`config.mk`:
```
export PLATFORM = sky130hd
export DESIGN_NAME = awg_cmd_ctrl_flat
export DESIGN_NICKNAME = d
export VERILOG_FILES = /design/src/rtl/awg_cmd_ctrl_if.sv /design/src/rtl/awg_cmd_ctrl.sv /design/src/flat_wrapper.sv
export SDC_FILE = /design/constraint.sdc
export NUM_CORES = 1
export LEC_CHECK = 0
export BUFFER_PORTS_ARGS = -buffer_cell sky130_fd_sc_hd__buf_2
export CORE_AREA = 3 3 95 97
export CTS_BUF_LIST = sky130_fd_sc_hd__clkbuf_4
export CTS_CLUSTER_DIAMETER = 150
export DETAILED_ROUTE_END_ITERATION = 7
export DIE_AREA = 0 0 98 100
export MAX_ROUTING_LAYER = met4
export PLACE_DENSITY = 0.8
export SETUP_SLACK_MARGIN = 0.05
export SLEW_MARGIN = 0
export SYNTH_ARGS = -nofsm -noshare
export SYNTH_HDL_FRONTEND = slang
export SYNTH_SLANG_ARGS = --single-unit
```
`constraint.sdc`:
```
create_clock -name i_clk -period 4.4 [get_ports i_clk]
set_input_delay 0.88 -clock i_clk [delete_from_list [all_inputs] [get_ports i_clk]]
set_output_delay 0.88 -clock i_clk [all_outputs]
set_load 0.005 [all_outputs]
```
`src/rtl/awg_cmd_ctrl_if.sv`:
```
// Byte-stream command interface between the UART receiver and awg_cmd_ctrl.
// cmd_valid is a one-cycle strobe qualifying the ASCII byte on cmd.
interface awg_cmd_ctrl_if;
  logic       cmd_valid;
  logic [7:0] cmd;

  modport master (output cmd_valid, output cmd);
  modport slave  (input  cmd_valid, input  cmd);
endinterface

```
`src/rtl/awg_cmd_ctrl.sv`:
```
// Multi-channel AWG command decoder and parameter register bank.
// Optional macro SWEEP_EN builds the sweep tick divider and per-channel frequency sweep.
module awg_cmd_ctrl #(
  parameter int NCH        = 2,
  parameter int STATE_W    = 5,
  parameter int FREQ_W     = 12,
  parameter int AMP_W      = 8,
  parameter int PHASE_W    = 8,
  parameter int DEF_STATE  = 3,
  parameter int DEF_FREQ   = 1000,
  parameter int DEF_AMP    = 50,
  parameter int DEF_PHASE  = 50,
  parameter int SWEEP_STEP = 100,
  parameter int FREQ_MAX   = 4000,
  parameter int TICK_DIV   = 50000000,
  localparam int CH_W      = (NCH > 1) ? $clog2(NCH) : 1
) (
  input  logic                       i_clk,
  input  logic                       i_rst,
  awg_cmd_ctrl_if.slave              cmd_if,
  output logic [NCH*STATE_W-1:0]     o_state,
  output logic [NCH*FREQ_W-1:0]      o_freq,
  output logic [NCH*AMP_W-1:0]       o_amp,
  output logic [NCH*PHASE_W-1:0]     o_phase,
  output logic [CH_W-1:0]            o_cur_ch,
  output logic                       o_entry_busy,
  output logic                       o_err
);
  localparam int MAXW_FA = (FREQ_W > AMP_W) ? FREQ_W : AMP_W;
  localparam int MAXW    = (MAXW_FA > PHASE_W) ? MAXW_FA : PHASE_W;
  // Four spare bits keep acc*10+9 from overflowing before saturation.
  localparam int ACC_W   = MAXW + 4;
  localparam logic [ACC_W-1:0] FREQ_ALL1  = ACC_W'((2**FREQ_W) - 1);
  localparam logic [ACC_W-1:0] AMP_ALL1   = ACC_W'((2**AMP_W) - 1);
  localparam logic [ACC_W-1:0] PHASE_ALL1 = ACC_W'((2**PHASE_W) - 1);

  typedef enum logic [1:0] {S_IDLE, S_CH_SEL, S_NUM} fsm_t;
  typedef enum logic [1:0] {F_FREQ, F_AMP, F_PHASE} field_t;

  fsm_t               r_fsm, w_fsm_next;
  field_t             r_field, w_field_val;
  logic [ACC_W-1:0]   r_acc, w_acc_max, w_acc_prod, w_acc_sat;
  logic [CH_W-1:0]    r_cur_ch;
  logic               r_err;

  logic               w_err, w_set_wave, w_ch_load, w_field_load, w_acc_step, w_commit, w_toggle;
  logic [STATE_W-1:0] w_wave_val;
  logic               w_is_digit;
  logic [3:0]         w_digit;

  assign w_is_digit = (cmd_if.cmd >= 8'h30) && (cmd_if.cmd <= 8'h39);
  assign w_digit    = cmd_if.cmd[3:0];

  always_comb begin
    case (r_field)
      F_AMP:   w_acc_max = AMP_ALL1;
      F_PHASE: w_acc_max = PHASE_ALL1;
      default: w_acc_max = FREQ_ALL1;
    endcase
  end

  assign w_acc_prod = r_acc * ACC_W'(10) + ACC_W'(w_digit);
  assign w_acc_sat  = (w_acc_prod > w_acc_max) ? w_acc_max : w_acc_prod;

  always_ff @(posedge i_clk) begin
    if (i_rst) r_fsm <= S_IDLE;
    else       r_fsm <= w_fsm_next;
  end

  always_comb begin
    w_fsm_next   = r_fsm;
    w_err        = 1'b0;
    w_set_wave   = 1'b0;
    w_wave_val   = '0;
    w_ch_load    = 1'b0;
    w_field_load = 1'b0;
    w_field_val  = r_field;
    w_acc_step   = 1'b0;
    w_commit     = 1'b0;
    w_toggle     = 1'b0;
    if (cmd_if.cmd_valid) begin
      case (r_fsm)
        S_IDLE: begin
          if (w_is_digit && (w_digit <= 4'd4)) begin
            w_set_wave = 1'b1;
            w_wave_val = (w_digit == 4'd0) ? STATE_W'(10) : STATE_W'(w_digit - 4'd1);
          end else begin
            case (cmd_if.cmd)
              "c": w_fsm_next = S_CH_SEL;
              "f": begin w_field_load = 1'b1; w_field_val = F_FREQ;  w_fsm_next = S_NUM; end
              "a": begin w_field_load = 1'b1; w_field_val = F_AMP;   w_fsm_next = S_NUM; end
              "p": begin w_field_load = 1'b1; w_field_val = F_PHASE; w_fsm_next = S_NUM; end
`ifdef SWEEP_EN
              "s": w_toggle = 1'b1;
`endif
              default: w_err = 1'b1;
            endcase
          end
        end
        S_CH_SEL: begin
          w_fsm_next = S_IDLE;
          if (w_is_digit && (32'(w_digit) < NCH)) w_ch_load = 1'b1;
          else                                    w_err     = 1'b1;
        end
        S_NUM: begin
          if (w_is_digit) begin
            w_acc_step = 1'b1;
          end else begin
            w_fsm_next = S_IDLE;
            if (cmd_if.cmd == 8'h0D)      w_commit = 1'b1;
            else if (cmd_if.cmd != 8'h1B) w_err    = 1'b1;
          end
        end
        default: w_fsm_next = S_IDLE;
      endcase
    end
  end

  always_ff @(posedge i_clk) begin
    if (i_rst) begin
      r_cur_ch <= '0;
      r_field  <= F_FREQ;
      r_acc    <= '0;
      r_err    <= 1'b0;
    end else begin
      r_err <= w_err;
      if (w_ch_load)    r_cur_ch <= w_digit[CH_W-1:0];
      if (w_field_load) begin
        r_field <= w_field_val;
        r_acc   <= '0;
      end else if (w_acc_step) begin
        r_acc <= w_acc_sat;
      end
    end
  end

`ifdef SWEEP_EN
  localparam int TICK_W = (TICK_DIV > 1) ? $clog2(TICK_DIV) : 1;
  logic [TICK_W-1:0] r_tick_cnt;
  logic              w_tick;
  assign w_tick = (r_tick_cnt == TICK_W'(TICK_DIV - 1));

  always_ff @(posedge i_clk) begin
    if (i_rst || w_tick) r_tick_cnt <= '0;
    else                 r_tick_cnt <= r_tick_cnt + 1'b1;
  end
`endif

  genvar gi;
  generate
    for (gi = 0; gi < NCH; gi++) begin : g_ch
      logic [STATE_W-1:0] r_state;
      logic [FREQ_W-1:0]  r_freq;
      logic [AMP_W-1:0]   r_amp;
      logic [PHASE_W-1:0] r_phase;
      logic               w_sel;
      assign w_sel = (r_cur_ch == CH_W'(gi));
`ifdef SWEEP_EN
      localparam int FW1 = FREQ_W + 1;
      logic              r_sweep;
      logic [FREQ_W:0]   w_sum;
      logic [FREQ_W-1:0] w_swept;
      assign w_sum   = {1'b0, r_freq} + FW1'(SWEEP_STEP);
      assign w_swept = (w_sum[FREQ_W] || (w_sum > FW1'(FREQ_MAX))) ? FREQ_W'(DEF_FREQ) : w_sum[FREQ_W-1:0];

      always_ff @(posedge i_clk) begin
        if (i_rst)                  r_sweep <= 1'b0;
        else if (w_toggle && w_sel) r_sweep <= ~r_sweep;
      end
`endif

      // A freq commit on a tick cycle takes priority over that channel's sweep step.
      always_ff @(posedge i_clk) begin
        if (i_rst) begin
          r_state <= STATE_W'(DEF_STATE);
          r_freq  <= FREQ_W'(DEF_FREQ);
          r_amp   <= AMP_W'(DEF_AMP);
          r_phase <= PHASE_W'(DEF_PHASE);
        end else begin
          if (w_set_wave && w_sel) r_state <= w_wave_val;
          if (w_commit && w_sel && (r_field == F_AMP))   r_amp   <= r_acc[AMP_W-1:0];
          if (w_commit && w_sel && (r_field == F_PHASE)) r_phase <= r_acc[PHASE_W-1:0];
          if (w_commit && w_sel && (r_field == F_FREQ))  r_freq  <= r_acc[FREQ_W-1:0];
`ifdef SWEEP_EN
          else if (w_tick && r_sweep)                    r_freq  <= w_swept;
`endif
        end
      end

      assign o_state[gi*STATE_W +: STATE_W] = r_state;
      assign o_freq[gi*FREQ_W +: FREQ_W]    = r_freq;
      assign o_amp[gi*AMP_W +: AMP_W]       = r_amp;
      assign o_phase[gi*PHASE_W +: PHASE_W] = r_phase;
    end
  endgenerate

  assign o_cur_ch     = r_cur_ch;
  assign o_entry_busy = (r_fsm != S_IDLE);
  assign o_err        = r_err;
endmodule

```
`src/flat_wrapper.sv`:
```
// flat-port wrapper written by rule: the top's interface ports become plain ports
module awg_cmd_ctrl_flat 
#(
  parameter int NCH        = 2,
  parameter int STATE_W    = 5,
  parameter int FREQ_W     = 12,
  parameter int AMP_W      = 8,
  parameter int PHASE_W    = 8,
  parameter int DEF_STATE  = 3,
  parameter int DEF_FREQ   = 1000,
  parameter int DEF_AMP    = 50,
  parameter int DEF_PHASE  = 50,
  parameter int SWEEP_STEP = 100,
  parameter int FREQ_MAX   = 4000,
  parameter int TICK_DIV   = 50000000,
  localparam int CH_W      = (NCH > 1) ? $clog2(NCH) : 1
)
  (i_clk, i_rst, o_state, o_freq, o_amp, o_phase, o_cur_ch, o_entry_busy, o_err, cmd_if_cmd_valid, cmd_if_cmd);
  awg_cmd_ctrl_if cmd_if_i ();
  input  logic i_clk;
  input  logic i_rst;
  output logic [NCH*STATE_W-1:0] o_state;
  output logic [NCH*FREQ_W-1:0] o_freq;
  output logic [NCH*AMP_W-1:0] o_amp;
  output logic [NCH*PHASE_W-1:0] o_phase;
  output logic [CH_W-1:0] o_cur_ch;
  output logic o_entry_busy;
  output logic o_err;
  input wire logic [$bits(cmd_if_i.cmd_valid)-1:0] cmd_if_cmd_valid;
  input wire logic [$bits(cmd_if_i.cmd)-1:0] cmd_if_cmd;
  assign cmd_if_i.cmd_valid = cmd_if_cmd_valid;
  assign cmd_if_i.cmd = cmd_if_cmd;
  awg_cmd_ctrl #(.NCH(NCH), .STATE_W(STATE_W), .FREQ_W(FREQ_W), .AMP_W(AMP_W), .PHASE_W(PHASE_W), .DEF_STATE(DEF_STATE), .DEF_FREQ(DEF_FREQ), .DEF_AMP(DEF_AMP), .DEF_PHASE(DEF_PHASE), .SWEEP_STEP(SWEEP_STEP), .FREQ_MAX(FREQ_MAX), .TICK_DIV(TICK_DIV)) u_core (.i_clk(i_clk), .i_rst(i_rst), .cmd_if(cmd_if_i), .o_state(o_state), .o_freq(o_freq), .o_amp(o_amp), .o_phase(o_phase), .o_cur_ch(o_cur_ch), .o_entry_busy(o_entry_busy), .o_err(o_err));
endmodule
```
==> results.json <==
{
  "die_height_um": 100,
  "p_per_area_mw_per_mm2": 234.7,
  "drtAntennaViolNets": 0,
  "max-vdd-ir-drop_uv": 117.9,
  "yosys_warnings": 0,
  "status": "complete, no violations",
  "post-place-ws_ns": 0.1355,
  "coreArea_mm2": 0.008217,
  "period_minus_slack_ns": 4.106,
  "synth_compound_gate_area_share": 0.1372,
  "post_synth_instance_area_mm2": 0.004733,
  "count_of_cell_types_in_the_netlist": 61,
  "antenna_violations_before_repair": 0,
  "ys_ff_latch": 87,
  "clkLatencyLatePin_ns": 0.44,
  "global_route.overflow_total": 0,
  "hold_crit_path_type": "flop to flop",
  "primary_flip_flop_cell_chosen_by_synthesis_mapping": "sky130_fd_sc_hd__dfxtp_1",
  "sequential_cell_area_fraction_in_the_yosys_report": 0.3680,
  "cp_max_fo": 6,
  "final_nets": 687,
  "tritoncts": "built",
  "fin_crit_sh": 0.9332,
  "final.setup.worst_slack_ns": 0.2939,
  "synth_top_family_by_area": "simple AND/OR/NAND/NOR gates",
  "place_congestion": 0.9551,
  "non_filler_instance_count_after_layout": 746,
  "gr-usage-all-layers": 0.2370,
  "max_cap_viols": 0,
  "syn_to_final_growth_pct": 12.98,
  "fin_setup_tns_ns": 0,
  "static-leakage-power_nw": 2.392,
  "timing.critical_path.from_type": "flop",
  "postSynthCellCount": 562,
  "cp_data_arrival_time_ns": 4.45,
  "clockBufferDepth": 2,
  "finalHoldWorstSlack_ns": 0.4600,
  "drt_first_iter_violations": 262,
  "ys_async_sr_fraction": 0,
  "maxClockFrequency_mhz": 243.5,
  "relSlewSlack": 0.3325,
  "clock-root-buffer": "sky130_fd_sc_hd__clkbuf_4",
  "placed_cells_incl_taps": 729,
  "synth_nets": 613,
  "report.power.total_w": 0.001255,
  "port_buffers": 79,
  "dieArea_mm2": 0.009800,
  "fin_worst_skew_ns": 0.01203,
  "grt_max_degree": 74,
  "synth_enable_flop_cells": 0,
  "timing.final.hold_violations": 0,
  "syn_area_per_cell_um2": 8.422,
  "setup.worst_path.end_class": "flop",
  "synth.area.mux_share": 0.01903,
  "synth-simple-area-share": 0.2876,
  "path_class": "flop to flop",
  "design.portCount": 80,
  "finalSetupViolations": 0,
  "first_global_vias": 3977,
  "dr.pass1.iters": 6,
  "antenna_cells": 0,
  "clock_sinks": 87,
  "routedWlPerCell_um": 15.24,
  "detail_route.drc_violations": 0,
  "drive_above_1_share": 0.2012,
  "cts_inserted_buffers": 9,
  "yosys.area_share.xor_xnor": 0.04362,
  "grt_setup_unrepaired": "false",
  "wire_length_of_the_first_global_routing_pass_mm": 18.72,
  "detailedPlacementHpwl_mm": 8.296,
  "cts.reportedPaths.clkPinSlew_ns": 0.15,
  "initial_core_util": 0.5761,
  "finalMaxSlewViolations": 0,
  "dr_total_vias": 4225,
  "vias_per_cell": 5.664,
  "wirelength_mm": 11.37,
  "cts_htree_levels": 3,
  "cp.required_ns": 4.75,
  "num_rows": 33,
  "cts_setup_buffers": 0,
  "timing_worst_slew_pin_value_ns": 0.9921,
  "yosys.area_share.adder": 0.1089,
  "die_w_um": 98
}
==> final timing paths <==
| kind | from | endpoint | slack (ns) | depth (start not counted) |
|---|---|---|---|---|
| max | u_core.r_acc[1]$_SDFFE_PP0P_ | u_core.r_acc[10]$_SDFFE_PP0P_ | 0.29 | 16 |
| min | u_core.g_ch[0].r_phase[3]$_SDFFE_PP0P_ | u_core.g_ch[0].r_phase[3]$_SDFFE_PP0P_ | 0.46 | 2 |
| max reg2reg | u_core.r_acc[1]$_SDFFE_PP0P_ | u_core.r_acc[10]$_SDFFE_PP0P_ | 0.29 | 16 |
| min reg2reg | u_core.g_ch[0].r_phase[3]$_SDFFE_PP0P_ | u_core.g_ch[0].r_phase[3]$_SDFFE_PP0P_ | 0.46 | 2 |
==> Yosys cell counts, drive strengths merged (2+ instances only) <==
library cell,instances,area share
a211o,3,0.0056
a211oi,3,0.0058
a21o,6,0.0098
a21oi,46,0.049
a221oi,2,0.0037
a311oi,2,0.0037
and2,7,0.0093
buf,5,0.010
clkbuf,23,0.019
dfxtp,87,0.37
fa,2,0.0085
ha,38,0.10
inv,8,0.0063
mux2i,9,0.019
nand2,137,0.11
nand2b,5,0.0066
nand3,5,0.0053
nand3b,30,0.048
nand4,2,0.0026
nor2,41,0.033
nor2b,3,0.0040
nor3,18,0.024
nor3b,5,0.0079
nor4,10,0.013
nor4b,5,0.014
o21ai,9,0.0095
o21ba,4,0.0085
o21bai,3,0.0071
o31ai,2,0.0032
o41ai,4,0.014
or3,3,0.0040
xnor2,9,0.018
xor2,12,0.025
==> cells by family (layout without fill, tap and decap cells) <==
family,count (synthesis),in the layout
DFF,87,87
xor gates and xnor gates,21,21
buffers and inverters,36,114
AOI/OAI and AO/OA,93,94
muxes,9,9
adders and majority gates,40,40
and+or+nand+nor,276,276
==> where the power goes <==
part / total (W) / internal [W] / switching, W
Clock: 0.000417 / 0.000121 / 0.000297
Sequential: 0.000789 / 0.000789 / 0.000000302
Combinational: 0.0000487 / 0.0000172 / 0.0000315
Total: 0.00126 / 0.000927 / 0.000328
==> worst max-delay path, cell delays in order (launching register included) <==
cell and delay, ns:
sky130_fd_sc_hd__dfxtp_1 0.34, sky130_fd_sc_hd__ha_1 0.29, sky130_fd_sc_hd__ha_1 0.24, sky130_fd_sc_hd__fa_1 0.43
sky130_fd_sc_hd__a21o_1 0.23, sky130_fd_sc_hd__a21oi_1 0.24, sky130_fd_sc_hd__xor2_2 0.17, sky130_fd_sc_hd__nor3_4 0.27
sky130_fd_sc_hd__xor2_1 0.24, sky130_fd_sc_hd__ha_1 0.29, sky130_fd_sc_hd__a21o_1 0.18, sky130_fd_sc_hd__a21o_1 0.17
sky130_fd_sc_hd__a21oi_1 0.14, sky130_fd_sc_hd__a41oi_1 0.08, sky130_fd_sc_hd__a21o_2 0.30, sky130_fd_sc_hd__o41ai_2 0.22
sky130_fd_sc_hd__o21ba_1 0.18
==> sequential cells by signal, summed over array words and instances (netlist names) <==
name / count
u_core.r_acc: 15
u_core.g_ch.r_state: 10
u_core.g_ch.r_amp: 16
u_core.r_fsm: 2
u_core.o_err: 1
u_core.r_field: 2
u_core.o_cur_ch: 1
u_core.g_ch.r_phase: 16
u_core.g_ch.r_freq: 24
==> cell type report <==
class / instances / area, µm²
Clock buffer: 9 / 67.56
Clock inverter: 7 / 55.05
Fill cell: 727 / 2869
Inverter: 8 / 30.03
Multi-Input combinational cell: 440 / 2843
Sequential cell: 87 / 1743
Tap cell: 105 / 131.4
Timing Repair Buffer: 90 / 478.0
==> placed cells by master, fill, tap and decap left out, drive strengths merged, types with 3 or more instances in the layout <==
cell      count
o21bai        3
buf          90
inv          10
mux2i         9
nor2b         3
nor4b         5
o41ai         4
nor3         18
o21ai         9
nand3         5
nand2b        5
clkbuf        9
a211oi        3
a21oi        46
xor2         12
ha           38
a21o          7
dfxtp        87
and2          7
o21ba         4
or3           3
nor4         10
nand2       137
clkinvlp      3
nor3b         5
a211o         3
nand3b       30
xnor2         9
nor2         41
==> stage by stage <==
step / cell area (µm²) / util
6_report: 5348 / 0.6508
4_1_cts: 5326 / 0.6482
2_1_floorplan: 4733 / -
5_1_grt: 5348 / 0.6508
3_5_place_dp: 5204 / 0.6333
3_3_place_gp: 5204 / 0.6333
==> timing repair <==
item,CTS,global route
gates resized for setup,0,4
hold buffers,0,0
setup endpoints to repair,0,12
==> metal layers <==
metal	track usage	up-vias	wire length (µm)
met5	-	-	0
met4	0.06177	0	178
met3	0.03822	20	685
met2	0.3974	137	5508
met1	0.2997	1979	4995
li1	-	2089	-
No activity file was read; power rests on OpenSTA's default activity.
